**config.mk**
```make
export PLATFORM = sky130hd
export DESIGN_NAME = ca_frame_arbiter
export DESIGN_NICKNAME = d
export VERILOG_FILES = /design/src/rtl/ca_frame_arbiter.sv
export SDC_FILE = /design/constraint.sdc
export NUM_CORES = 1
export LEC_CHECK = 0
export ABC_AREA = 1
export CAP_MARGIN = 40
export CORE_ASPECT_RATIO = 0.8
export CORE_MARGIN = 4
export CORE_UTILIZATION = 37
export DETAILED_ROUTE_END_ITERATION = 8
export MAX_ROUTING_LAYER = met4
export PLACE_DENSITY = 0.86
export RECOVER_POWER = 25
export SLEW_MARGIN = 20
export SYNTH_ARGS = -nofsm -noshare
export SYNTH_HDL_FRONTEND = slang
export SYNTH_SLANG_ARGS = --single-unit
```
**constraint.sdc**
```tcl
create_clock -name clk -period 2.6 [get_ports clk]
set_clock_uncertainty 0.2 [all_clocks]
set_input_delay 0.26 -clock clk [delete_from_list [all_inputs] [get_ports clk]]
set_output_delay 0.26 -clock clk [all_outputs]
set_load 0.03 [all_outputs]
```
**src/rtl/ca_frame_arbiter.sv**
```systemverilog
// ca_frame_arbiter: owns the single-port cell-state RAM and shares it between the
// display prefetch reader and the cellular-automaton update engine.
//
// Generations are double-buffered: the display reads bank disp_bank, while the CA
// engine reads disp_bank and writes ~disp_bank. Bank flips and generation starts are
// scheduled at vertical-blank entry, so a displayed frame never mixes banks.
//
// Ports:
//   clk, rst_n                  pixel clock, asynchronous active-low reset
//   i_in_prefetch_area          sync generator: prefetch window active
//   i_prefetch_x, i_counter_y   sync generator: prefetch column and current line
//   o_disp_word/_valid          fetched display word and one-cycle update pulse
//   i_ca_req/_we/_addr/_wdata   CA engine access (held stable until o_ca_gnt)
//   o_ca_gnt                    combinational grant
//   o_ca_rvalid, o_ca_rdata     CA read return (o_ca_rdata is i_mem_rdata)
//   o_gen_start, i_gen_done     generation handshake pulses
//   o_frame_drop                vblank reached while a generation was still running
//   o_disp_bank                 bank currently displayed
//   o_mem_*, i_mem_rdata        registered RAM strobes/address/data, read data
//
// Optional feature (macro CA_ARB_STATS_EN):
//   o_drop_count        saturating count of frame_drop pulses
//   o_ca_stall_cycles   saturating count of denied CA request cycles, cleared on gen_start

module ca_frame_arbiter #(
  parameter int unsigned VISIBLE_H     = 1024,
  parameter int unsigned WORD_BITS     = 16,
  parameter int unsigned Y_BITS        = 10,
  parameter int unsigned ROW_ADDR_BITS = 7,
  parameter int unsigned MEM_LAT       = 1,
  localparam int unsigned WB_LOG       = $clog2(WORD_BITS),
  localparam int unsigned AW           = 1 + Y_BITS + ROW_ADDR_BITS
) (
  input  logic                 clk,
  input  logic                 rst_n,
  input  logic                 i_in_prefetch_area,
  input  logic [10:0]          i_prefetch_x,
  input  logic [10:0]          i_counter_y,
  output logic [WORD_BITS-1:0] o_disp_word,
  output logic                 o_disp_word_valid,
  input  logic                 i_ca_req,
  input  logic                 i_ca_we,
  input  logic [AW-2:0]        i_ca_addr,
  input  logic [WORD_BITS-1:0] i_ca_wdata,
  output logic                 o_ca_gnt,
  output logic                 o_ca_rvalid,
  output logic [WORD_BITS-1:0] o_ca_rdata,
  output logic                 o_gen_start,
  input  logic                 i_gen_done,
  output logic                 o_frame_drop,
  output logic                 o_disp_bank,
  output logic                 o_mem_en,
  output logic                 o_mem_we,
  output logic [AW-1:0]        o_mem_addr,
  output logic [WORD_BITS-1:0] o_mem_wdata,
  input  logic [WORD_BITS-1:0] i_mem_rdata
`ifdef CA_ARB_STATS_EN
  ,
  output logic [15:0]          o_drop_count,
  output logic [15:0]          o_ca_stall_cycles
`endif
);

  localparam logic [10:0] VBL_LINE = 11'(VISIBLE_H);

  localparam logic [0:0] ST_WAIT_VBL = 1'b0;
  localparam logic [0:0] ST_GEN      = 1'b1;

  localparam logic [1:0] TAG_NONE = 2'd0;
  localparam logic [1:0] TAG_DISP = 2'd1;
  localparam logic [1:0] TAG_CA   = 2'd2;

  // ---------------------------------------------------------------------------
  // Slot arbitration: the display slot always wins the RAM port.
  // ---------------------------------------------------------------------------
  logic                     w_disp_slot;
  logic                     w_ca_gnt;
  logic [ROW_ADDR_BITS-1:0] w_row_word;
  logic [1:0]               w_tag_in;

  assign w_disp_slot = i_in_prefetch_area && (i_prefetch_x[WB_LOG-1:0] == '0);
  assign w_ca_gnt    = i_ca_req && !w_disp_slot;
  assign w_row_word  = ROW_ADDR_BITS'(i_prefetch_x >> WB_LOG);
  assign o_ca_gnt    = w_ca_gnt;

  // Writes carry no tag; only reads come back through the return pipeline.
  always_comb begin
    w_tag_in = TAG_NONE;
    if (w_disp_slot) begin
      w_tag_in = TAG_DISP;
    end else if (w_ca_gnt && !i_ca_we) begin
      w_tag_in = TAG_CA;
    end
  end

  logic                 r_disp_bank;
  logic                 r_mem_en;
  logic                 r_mem_we;
  logic [AW-1:0]        r_mem_addr;
  logic [WORD_BITS-1:0] r_mem_wdata;

  // Bank bit is sampled at issue, so an access in flight across a flip keeps its address.
  always_ff @(posedge clk or negedge rst_n) begin
    if (!rst_n) begin
      r_mem_en    <= 1'b0;
      r_mem_we    <= 1'b0;
      r_mem_addr  <= '0;
      r_mem_wdata <= '0;
    end else if (w_disp_slot) begin
      r_mem_en   <= 1'b1;
      r_mem_we   <= 1'b0;
      r_mem_addr <= {r_disp_bank, i_counter_y[Y_BITS-1:0], w_row_word};
    end else if (w_ca_gnt) begin
      r_mem_en    <= 1'b1;
      r_mem_we    <= i_ca_we;
      r_mem_addr  <= {(i_ca_we ? ~r_disp_bank : r_disp_bank), i_ca_addr};
      r_mem_wdata <= i_ca_wdata;
    end else begin
      r_mem_en <= 1'b0;
      r_mem_we <= 1'b0;
    end
  end

  assign o_mem_en    = r_mem_en;
  assign o_mem_we    = r_mem_we;
  assign o_mem_addr  = r_mem_addr;
  assign o_mem_wdata = r_mem_wdata;

  // ---------------------------------------------------------------------------
  // Read return: r_tag[MEM_LAT] lines up with the cycle i_mem_rdata is valid.
  // ---------------------------------------------------------------------------
  logic [1:0]           r_tag [MEM_LAT+1];
  logic [WORD_BITS-1:0] r_disp_word;
  logic                 r_disp_valid;

  always_ff @(posedge clk or negedge rst_n) begin
    if (!rst_n) begin
      for (int i = 0; i <= int'(MEM_LAT); i++) begin
        r_tag[i] <= TAG_NONE;
      end
    end else begin
      r_tag[0] <= w_tag_in;
      for (int i = 1; i <= int'(MEM_LAT); i++) begin
        r_tag[i] <= r_tag[i-1];
      end
    end
  end

  always_ff @(posedge clk or negedge rst_n) begin
    if (!rst_n) begin
      r_disp_word  <= '0;
      r_disp_valid <= 1'b0;
    end else begin
      r_disp_valid <= (r_tag[MEM_LAT] == TAG_DISP);
      if (r_tag[MEM_LAT] == TAG_DISP) begin
        r_disp_word <= i_mem_rdata;
      end
    end
  end

  assign o_disp_word       = r_disp_word;
  assign o_disp_word_valid = r_disp_valid;
  assign o_ca_rvalid       = (r_tag[MEM_LAT] == TAG_CA);
  assign o_ca_rdata        = i_mem_rdata;

  // ---------------------------------------------------------------------------
  // Generation scheduling at vblank entry.
  // ---------------------------------------------------------------------------
  logic [10:0] r_counter_y;
  logic        w_vbl_entry;

  assign w_vbl_entry = (i_counter_y == VBL_LINE) && (r_counter_y != VBL_LINE);

  logic [0:0] r_state;
  logic [0:0] w_state_d;
  logic       w_flip;
  logic       w_gen_start;
  logic       w_frame_drop;

  always_comb begin
    w_state_d    = r_state;
    w_flip       = 1'b0;
    w_gen_start  = 1'b0;
    w_frame_drop = 1'b0;
    case (r_state)
      ST_WAIT_VBL: begin
        if (w_vbl_entry) begin
          w_flip      = 1'b1;
          w_gen_start = 1'b1;
          w_state_d   = ST_GEN;
        end
      end
      ST_GEN: begin
        // A generation that finishes on the vblank cycle itself still misses this frame.
        if (i_gen_done) begin
          w_state_d = ST_WAIT_VBL;
        end
        if (w_vbl_entry) begin
          w_frame_drop = 1'b1;
        end
      end
      default: w_state_d = ST_WAIT_VBL;
    endcase
  end

  logic r_gen_start;
  logic r_frame_drop;

  always_ff @(posedge clk or negedge rst_n) begin
    if (!rst_n) begin
      r_counter_y  <= '0;
      r_state      <= ST_WAIT_VBL;
      r_disp_bank  <= 1'b1;
      r_gen_start  <= 1'b0;
      r_frame_drop <= 1'b0;
    end else begin
      r_counter_y  <= i_counter_y;
      r_state      <= w_state_d;
      r_gen_start  <= w_gen_start;
      r_frame_drop <= w_frame_drop;
      if (w_flip) begin
        r_disp_bank <= ~r_disp_bank;
      end
    end
  end

  assign o_gen_start  = r_gen_start;
  assign o_frame_drop = r_frame_drop;
  assign o_disp_bank  = r_disp_bank;

`ifdef CA_ARB_STATS_EN
  logic [15:0] r_drop_count;
  logic [15:0] r_ca_stall_cycles;

  always_ff @(posedge clk or negedge rst_n) begin
    if (!rst_n) begin
      r_drop_count      <= '0;
      r_ca_stall_cycles <= '0;
    end else begin
      if (w_frame_drop && (r_drop_count != 16'hFFFF)) begin
        r_drop_count <= r_drop_count + 16'd1;
      end
      if (w_gen_start) begin
        r_ca_stall_cycles <= '0;
      end else if (i_ca_req && !w_ca_gnt && (r_ca_stall_cycles != 16'hFFFF)) begin
        r_ca_stall_cycles <= r_ca_stall_cycles + 16'd1;
      end
    end
  end

  assign o_drop_count      = r_drop_count;
  assign o_ca_stall_cycles = r_ca_stall_cycles;
`endif

endmodule

```
; Word-level counts from Yosys, hierarchy flattened
; Index checks and enable logic that the tools add are counted.
[totals]
ff_bits = 72
inputBits = 77
elab_cells = 43
[classes]
eq_ne = 4
muxes = 14
bitwise_logic = 3
n_reduce_logical = 9
[ops]
columns = cell, n
row1 = 18-bit two-way mux, 2
row2 = 11-bit == test (second input constant), 1
row3 = 11-bit != test (second input constant), 1
row4 = 1-bit two-way mux, 9
row5 = 1-bit logical AND, 4
row6 = 4-bit zero test, 1
row7 = 2-bit two-way mux, 2
row8 = 1-bit inverter, 3
row9 = 2-bit by 1-bit == test with 1-bit output (second input constant), 1
row10 = 2-bit == test (second input constant), 1
row11 = 1-bit zero test, 2
row12 = 1-bit one-hot mux with 2 select lines, 1
row13 = 2-bit AND reduction, 1
row14 = 2-bit nonzero test, 1

; Logic depth before layout (Yosys ltp)
[depth]
depth_word = 7
ltp_mapped = 8

; Worst setup path after synthesis
; No wires, ideal clock.
[synth_path]
kind = input -> output
from = in i_prefetch_x[3]
to = out o_ca_gnt
arrival_time_ns = 0.827
required_ns = 2.140
slack_ns = 1.313
cell_stages = 5
n_path_buf = 1
cell_sequence = nor2_2 > nand3_4 > nand2_8 > inv_6 > buf_6
[synth_via]
elab_chain_len = 4
[synth_rtl]
columns = element, line_no
row1 = from (decl), 37  ; input logic [10:0] i_prefetch_x,
row2 = 4-bit zero test, 81  ; assign w_disp_slot = i_in_prefetch_area && (i_prefetch_x[WB_LOG-1:0] == '0);
row3 = 1-bit logical AND, 81
row4 = 1-bit zero test, 82  ; assign w_ca_gnt = i_ca_req && !w_disp_slot;
row5 = 1-bit logical AND, 82
row6 = to (decl), 45  ; output logic o_ca_gnt,
; Every way passes these cells.

; Worst setup path after layout
[layout_path]
from = in i_prefetch_x[0]
to = out o_ca_gnt
; Same word-level chain as after synthesis.

==> metrics <==
Cell Pwr Density=roughly 700 nW/um2; CTS Hold Bufs=1; core area=7570 um2; status=finished, final reports clean; Reg clk slew, reported paths=approximately 70 ps; 1st-iter DRT viols=146; total track usage=between 15 and 20%; Yosys warning total=0; Mean Syn Cell Area=9.57 um2; Post-Route WL=7.66 mm; total chip power=approximately 3.3 mW; row count=28; CTS root buffer=clkbuf_8; largest family of logic cells by synthesized area=simple AND/OR/NAND/NOR gates; total CTS buffers=9; Net Count, Synth=between 300 and 400; Port-buffer cells=150; CP startpoint kind=input port; Seq/Total Area, Yosys=between 60% and 70%; Initial Utilization=around two fifths; Die Ht=between 80 and 90 um; post-synthesis mux area share=0%; Yosys cell types=24; Gates resized, CTS repair=0; fmax=~0.47 GHz; CTS tree=built; worst hold margin=about 140 ps; RePlAce Congestion=between 0.8 and 0.9; non-filler cells, final=between 500 and 600; mapped cell area=2960 um2; unrepaired setup endpoints after global routing=no; antenna violations before repair=0; die area=between 9000 and 10000 um2; Die Wd=between 100 and 150 um; first-pass GRT wire length=between 10 and 15 mm; pin slew with the least headroom to its limit=approximately 1100 ps; final hold vios=0; Final min period=approximately 2100 ps; fraction of layout cells with a size suffix above 1=slightly below 9%; Worst Setup End Kind=primary output; global route total overflow=0; met3 Usage GRT=around 4.6%; Post-CTS Setup Inserts=0; setup-violating endpoint count in the final report=0; CP Data Required Time=about 2100 ps; hold depth=0; met2 GRT Util=between 20% and 30%; Antenna Cells=0; CTS HTree Levels=3; wire per inst=13.7 um; clk buf depth=2; worst reg2reg path depth=4; Nets=about 530; max_slew headroom=25.6%; max-cap viol count=0; vias in the first global route=2442; Compound-Gate Fraction of Synth Area=under 10%; Post-Syn Instances=309; Via density=between 4 and 5; crit share post-route=between 80% and 90%; Peak supply drop=around 0.00032 V; TNS Setup=0 ps; busiest layer in global routing=met2; Worst Hold Class=reg -> reg; M1 GR Usage=21.0%; antenna viol nets, final=0; adder-cell share of the synthesized area=0%; Skew-Pair Late Insertion Delay=330 ps; Leakage=roughly 2.2 nW; worst endpoint data arrival time=around 1700 ps; I/O pin total=151; Synth Area in XOR/XNOR=0%; Layout area overhead=58.1%; WS Path Type=in -> out; largest net degree at the start of global routing=54; router iterations before antenna repair=4; critical path peak fanout=34; clock sink total=72; Final HPWL DP=between 5 and 6 mm; Placed Cells incl. Taps=541; Final Slew Violations=0; Residual DRC=0; Yosys reg bits=72; post-synthesis simple-gate area fraction=a little over a quarter; vias=between 2000 and 2500
-- power by group --
| part | switching [mW] | total [mW] | internal (mW) | leakage [nW] |
|---|---|---|---|---|
| sequential | 0.0713 | 1.32 | 1.25 | 0.874 |
| combinational | 0.485 | 0.874 | 0.389 | 1.16 |
| clock | 0.393 | 1.08 | 0.688 | 0.126 |
-- metrics by stage --
| stage | worst slack (ps) | instance area (um2) | util (%) |
|---|---|---|---|
| floorplan | 1310 | 2960 | - |
| global placement | 474 | 4390 | 58.0 |
| detailed placement | 445 | 4410 | 58.3 |
| CTS | 445 | 4680 | 61.8 |
| global route | 382 | 4670 | 61.8 |
| finish | 469 | 4670 | 61.8 |
-- final timing paths --
kind / end / slack, ps / start
worst max-delay path: o_ca_gnt / 470 / i_prefetch_x[0]
worst min-delay path: r_tag[1] / 140 / r_tag[3]
worst max register to register: o_disp_word[1] / 890 / r_tag[0]
worst min register to register: r_tag[1] / 140 / r_tag[3]
max in group asynchronous: o_disp_bank / 890 / rst_n
min in group asynchronous: o_mem_addr[3] / 460 / rst_n
-- worst max-delay path: stages --
cell and delay, ps:
clkdlybuf4s50_1 500, nor2_2 60, nand3_4 210, nand2_8 170, inv_6 250, buf_4 220
-- placed cells by master (no fill, tap or decap) --
master	count
bufinv_16	3
nand2_1	145
dfstp_2	1
clkinv_1	2
a31oi_1	1
inv_1	13
o21ai_0	1
nand4_1	1
nand2_8	1
o211ai_1	3
dfrtp_1	71
nor3b_1	1
nand3_1	11
o211ai_2	5
nor2_2	2
nand2_4	2
dlygate4sd3_1	12
clkbuf_1	1
inv_6	1
buf_4	1
clkbuf_8	11
nor2_1	14
inv_4	1
clkdlybuf4s50_1	137
clkinv_2	1
nand3_4	1
nand2_2	8
clkinvlp_4	1
buf_16	1
-- layout make-up --
class	instances	area (um2)
Clock buffer	11	151
Clock inverter	5	103
Fill cell	664	2890
Inverter	17	71.3
Multi-Input combinational cell	196	885
Sequential cell	72	1800
Tap cell	105	131
Timing Repair Buffer	152	1530
-- logic make-up (layout without fill, tap and decap cells) --
| family | count (synthesis) | in the layout |
|---|---|---|
| simple gates | 186 | 186 |
| flops | 72 | 72 |
| buf+inv | 41 | 185 |
| compound gates | 10 | 10 |
-- cell usage after synthesis, drive strengths merged --
| library cell | n | area (um2) |
|---|---|---|
| nand2 | 156 | 637 |
| dfrtp | 71 | 1780 |
| buf | 24 | 198 |
| nor2 | 16 | 65.1 |
| inv | 15 | 63.8 |
| nand3 | 12 | 72.6 |
| o211ai | 8 | 85.1 |
| clkinv | 2 | 7.51 |
| a31oi | 1 | 6.26 |
| dfstp | 1 | 26.3 |
| nand4 | 1 | 6.26 |
| nor3b | 1 | 7.51 |
| o21ai | 1 | 5.00 |
-- metal layers --
layer	routed length, um	vias up
met5	0	-
met4	80	0
met3	534	8
met2	3770	99
met1	3280	1139
li1	-	1209
-- state kept, by name (all words and copies together) (netlist names), 4 cells and up --
name,flops
o_mem_wdata,16
o_disp_word,16
r_tag,4
r_counter_y,11
o_mem_addr,18
Power figures use the tool's default switching activity.
